--- src/rtl/and_unit_arbiter.sv ---
// -----------------------------------------------------------------------------
// and_unit_arbiter
//   Round-robin arbiter and sequencer sharing one registered bitwise-AND unit
//   among NUM_REQ requesters. A request is granted in IDLE, evaluated in EXEC
//   (one cycle), and held in RESP until the consumer accepts the result.
//
// Ports
//   clk        in   rising-edge clock
//   reset      in   asynchronous, active-high reset
//   req_valid  in   [NUM_REQ]        per-requester request valid
//   req_ready  out  [NUM_REQ]        one-hot (or zero) grant, combinational
//   req_a      in   [NUM_REQ*WIDTH]  operand A, requester i at [i*WIDTH +: WIDTH]
//   req_b      in   [NUM_REQ*WIDTH]  operand B, same packing
//   resp_valid out                   result valid
//   resp_ready in                    consumer accepts result
//   resp_y     out  [WIDTH]          A & B of the granted request
//   resp_id    out  [ID_W]           requester that produced resp_y
//   busy       out                   high whenever the sequencer is not idle
//   op_count   out  [16]             completed responses, wrapping
// -----------------------------------------------------------------------------
module and_unit_arbiter #(
    parameter int NUM_REQ = 4,
    parameter int WIDTH   = 8,
    parameter int ID_W    = 2
) (
    input  logic                       clk,
    input  logic                       reset,
    input  logic [NUM_REQ-1:0]         req_valid,
    output logic [NUM_REQ-1:0]         req_ready,
    input  logic [NUM_REQ*WIDTH-1:0]   req_a,
    input  logic [NUM_REQ*WIDTH-1:0]   req_b,
    output logic                       resp_valid,
    input  logic                       resp_ready,
    output logic [WIDTH-1:0]           resp_y,
    output logic [ID_W-1:0]            resp_id,
    output logic                       busy,
    output logic [15:0]                op_count
);

    typedef enum logic [1:0] {
        IDLE = 2'd0,
        EXEC = 2'd1,
        RESP = 2'd2
    } state_t;

    // One extra bit so rr_ptr + offset never overflows before the modulo fold.
    localparam logic [ID_W:0]   NUM_REQ_W = (ID_W+1)'(NUM_REQ);
    localparam logic [ID_W-1:0] LAST_ID   = ID_W'(NUM_REQ - 1);

    state_t            state;
    logic [ID_W-1:0]   rr_ptr;
    logic [ID_W-1:0]   id_q;
    logic [WIDTH-1:0]  op_a;
    logic [WIDTH-1:0]  op_b;

    logic              found;
    logic [ID_W-1:0]   winner;

    // Winner search: first valid requester at or above rr_ptr, wrapping.
    always_comb begin
        logic [ID_W:0] sum;
        found  = 1'b0;
        winner = '0;
        sum    = '0;
        for (int unsigned k = 0; k < NUM_REQ; k++) begin
            sum = {1'b0, rr_ptr} + (ID_W+1)'(k);
            if (sum >= NUM_REQ_W) begin
                sum = sum - NUM_REQ_W;
            end
            if (!found && req_valid[sum[ID_W-1:0]]) begin
                found  = 1'b1;
                winner = sum[ID_W-1:0];
            end
        end
    end

    // Grant is only offered while idle and out of reset, so it is one-hot or zero.
    always_comb begin
        req_ready = '0;
        if (!reset && state == IDLE && found) begin
            req_ready[winner] = 1'b1;
        end
    end

    assign busy = (state != IDLE);

    always_ff @(posedge clk or posedge reset) begin
        if (reset) begin
            state      <= IDLE;
            rr_ptr     <= '0;
            id_q       <= '0;
            op_a       <= '0;
            op_b       <= '0;
            resp_y     <= '0;
            resp_id    <= '0;
            resp_valid <= 1'b0;
            op_count   <= '0;
        end else begin
            case (state)
                IDLE: begin
                    // found implies req_valid[winner] & req_ready[winner].
                    if (found) begin
                        op_a   <= req_a[winner*WIDTH +: WIDTH];
                        op_b   <= req_b[winner*WIDTH +: WIDTH];
                        id_q   <= winner;
                        rr_ptr <= (winner == LAST_ID) ? '0 : winner + 1'b1;
                        state  <= EXEC;
                    end
                end
                EXEC: begin
                    resp_y     <= op_a & op_b;
                    resp_id    <= id_q;
                    resp_valid <= 1'b1;
                    state      <= RESP;
                end
                RESP: begin
                    if (resp_valid && resp_ready) begin
                        resp_valid <= 1'b0;
                        op_count   <= op_count + 16'd1;
                        state      <= IDLE;
                    end
                end
                default: begin
                    resp_valid <= 1'b0;
                    state      <= IDLE;
                end
            endcase
        end
    end

endmodule
--- config.mk ---
export PLATFORM = sky130hd
export DESIGN_NAME = and_unit_arbiter
export DESIGN_NICKNAME = d
export VERILOG_FILES = /design/src/rtl/and_unit_arbiter.sv
export SDC_FILE = /design/constraint.sdc
export NUM_CORES = 1
export LEC_CHECK = 0
export CAP_MARGIN = 10
export CORE_UTILIZATION = 43
export DETAILED_ROUTE_END_ITERATION = 7
export GPL_TIMING_DRIVEN = 0
export PLACE_DENSITY = 0.88
export RECOVER_POWER = 25
export SKIP_CTS_REPAIR_TIMING = 1
export SLEW_MARGIN = 20
export SYNTH_ARGS = -nofsm -noshare
export SYNTH_HDL_FRONTEND = slang
export SYNTH_SLANG_ARGS = --single-unit
--- constraint.sdc ---
create_clock -name clk -period 3.8 [get_ports clk]
set_input_delay 1.14 -clock clk [delete_from_list [all_inputs] [get_ports clk]]
set_output_delay 1.14 -clock clk [all_outputs]
set_load 0.02 [all_outputs]
==> impl_metrics.py <==
metrics = {
    "timing": {
        "holdWs_ns": 0.475,
        "finalClockSkew_ns": 0.00414,
        "period_share_pct": 98.2,
        "maxSlewHeadroom_pct": 70.2,
        "finalHoldViolations": 0,
        "timing.fmax_mhz": 268,
        "final.min_clock_period_ns": 3.73,
        "finalSetupViolCount": 0,
        "rsz0062_at_grt": "false",
        "slew_violations": 0,
        "tightest_slew_ns": 0.447,
    },
    "job": {
        "max_cap_viol_count": 0,
    },
    "clock_network": {
        "cts_tree": "built",
        "cts_sinks": 49,
        "clock_path_buffers": 2,
        "clkTransAtPathRegs_ns": 0.08,
        "clk_latency_ns": 0.30,
        "ctsRootBufferMaster": "clkbuf_8",
        "cts_buffers": 5,
        "htreeDepth": 2,
    },
    "worst_setup_path": {
        "worstPathMaxFanout": 10,
        "path_class": "input port to output pin",
        "cp-end-kind": "output pin",
        "cp_data_arrival_time_ns": 2.59,
        "critPathLaunchType": "input port",
        "r2r-start": "rr_ptr[0]",
        "r2r-end": "op_b[1]",
        "r2r_setup_slack_ns": 1.95,
        "worstRegToRegCells": 7,
        "worstPathRequired_ns": 2.66,
    },
    "worst_hold_path": {
        "holdPathStages": 1,
        "hp-class": "register to register",
        "holdPathEnd": "op_count[15]",
        "hold_path_startpoint": "op_count[15]",
    },
    "floorplanning": {
        "io_pins": 103,
        "die-area_mm2": 0.00615,
        "rows": 27,
        "die_x_um": 78.4,
        "fp.dieH_um": 78.4,
        "start_util_pct": 45.1,
        "core_mm2": 0.00557,
    },
    "drt": {
        "ant_nets": 0,
        "route.vias.total": 2308,
        "drt-vias-per-instance": 5.39,
        "drt_first_pass_iters": 4,
        "drt-initial-drc-count": 99,
        "drt_wl_total_um": 6590,
        "drc": 0,
        "routedWlPerCell_um": 15.4,
    },
    "yosys": {
        "synthCells": 241,
        "synth_ff_type": "dfrtp_1",
        "async_flop_share_pct": 100,
        "synth.avg_cell_area_um2": 10.4,
        "synth_edf_count": 0,
        "yosysUniqueCellTypes": 42,
        "syn_nets": 315,
        "yosys_warnings": 0,
        "synth_seq_cells": 49,
        "synth-seq-area-share_pct": 48.8,
        "synthesis.area_mm2": 0.00251,
    },
    "grt": {
        "grtUsageTotal_pct": 22.4,
        "grt_pass1_wl_um": 10500,
        "grt_overflow": 0,
        "grt_max_degree": 36,
        "grt_pass1_vias": 2209,
        "antenna_found_initial": 0,
    },
    "finish": {
        "area_growth_syn_to_layout_pct": 51.2,
        "drive_above_1_share_pct": 11.5,
        "layout_common_cells": "clkdlybuf4s50_1, dfrtp_1, nand2_1",
        "num_antenna_cells": 0,
        "nNetsFinal": 429,
        "stdcell_count": 428,
        "fillers": 449,
        "final_common_cell": "clkdlybuf4s50_1",
    },
    "pwr": {
        "p_seq_share_pct": 34.9,
        "power_switching_w": 0.000916,
        "p_leak_nw": 1.72,
        "p_int_w": 0.00148,
        "power.density_mw_per_mm2": 632,
        "switching_share_pct": 38.2,
        "combPwrFrac_pct": 49.1,
        "ir_drop_uv": 293,
        "p_clk_share_pct": 16.0,
    },
    "run_status": {
        "status": "completed",
    },
    "placed_design": {
        "io_buffers": 102,
        "finalWeightedCongestion": 0.770,
        "dp_hpwl_um": 5050,
        "dp.cells": 416,
    },
}
==> per-layer routing <==
| layer | vias up | wire length, um | track usage, % |
|---|---|---|---|
| li1 | 1098 | - | - |
| met1 | 1106 | 2600 | 26.1 |
| met2 | 95 | 3510 | 40.4 |
| met3 | 9 | 381 | 4.77 |
| met4 | 0 | 91 | 7.59 |
| met5 | - | 0 | 0 |
==> sequential cells by signal, indices dropped and copies added (netlist names) <==
signal,flops
id_q,2
op_a,8
op_b,8
op_count,16
resp_id,2
resp_valid,1
resp_y,8
rr_ptr,2
state,2
==> metrics by stage <==
stage	setup WS (ns)	TNS (ns)	power, W	util, %	area, um^2
final	0.0686	0	0.00240	68.1	3800
after global routing	0.0168	0	0.00256	68.1	3800
after CTS	-0.781	-2.78	0.00239	67.4	3760
after detailed placement	-0.783	-2.77	0.00200	65.3	3640
after global placement	-1.24	-4.93	0.00195	65.0	3620
after floorplan	0.0291	0	0.00156	-	2510
==> worst max-delay path by stage <==
| stage | end | depth (start not counted) | start |
|---|---|---|---|
| final | req_ready[1] | 8 | req_valid[2] |
| after global routing | req_ready[3] | 10 | req_valid[1] |
| after CTS | req_ready[3] | 10 | req_valid[0] |
| after detailed placement | req_ready[3] | 10 | req_valid[0] |
| after global placement | req_ready[2] | 4 | reset |
| after floorplan | req_ready[0] | 2 | reset |
==> cells in the mapped netlist, types with 2 or more instances <==
library cell / instances / area share [%]
and3_1: 6 / 1.5
a22oi_1: 16 / 4.8
ha_1: 3 / 1.5
inv_1: 6 / 0.90
mux2i_1: 16 / 6.4
o21ai_0: 12 / 2.4
dfrtp_1: 49 / 49
and4_1: 2 / 0.70
nor3_1: 2 / 0.40
inv_2: 2 / 0.30
a21o_1: 2 / 0.60
and2b_1: 2 / 0.60
mux2_2: 3 / 1.3
clkbuf_1: 2 / 0.30
buf_2: 5 / 1.0
a21oi_1: 2 / 0.40
nor2_1: 5 / 0.75
nand4_1: 3 / 0.75
nand2_1: 44 / 6.6
xnor2_1: 13 / 4.5
xor2_1: 2 / 0.70
buf_6: 2 / 0.90
buf_4: 2 / 0.60
o221ai_1: 15 / 5.2
nand3_1: 7 / 1.4
or2_1: 2 / 0.50
==> power by group through the flow <==
stage	logic [W]	clock network, W	registers (W)
final	0.00118	0.000384	0.000837
after global routing	0.00128	0.000417	0.000863
after CTS	0.00117	0.000391	0.000835
after detailed placement	0.00116	0	0.000846
after global placement	0.00112	0	0.000831
after floorplan	0.000653	0	0.000904
==> critical path, cell delays in order <==
cell and delay, ns:
dlymetal6s2s_1 0.17, and2b_4 0.20, o21ai_0 0.16, and3_1 0.18
buf_2 0.19, buf_4 0.22, and3_1 0.17, clkbuf_2 0.16
==> cells by family (layout without fill, tap and decap cells) <==
family	after synthesis	after routing	share of synthesized area (%)
AOI/OAI and AO/OA	54	54	16.5
muxes	19	19	7.72
adders and majority gates	3	3	1.49
and+or+nand+nor	79	79	15.0
DFF	49	49	48.8
buffers and inverters	22	137	5.23
xor gates and xnor gates	15	15	5.23
==> layout make-up <==
cell class	count	area (um^2)	area share, %
Clock inverter	1	30.0	0.791
Tap cell	72	90.1	2.37
Timing Repair Buffer	107	1060	27.9
Clock buffer	7	86.3	2.27
Inverter	8	32.5	0.857
Buffer	14	101	2.67
Sequential cell	49	1230	32.3
Multi-Input combinational cell	170	1170	30.8
Note: power is estimated with default switching activity, not from simulation.
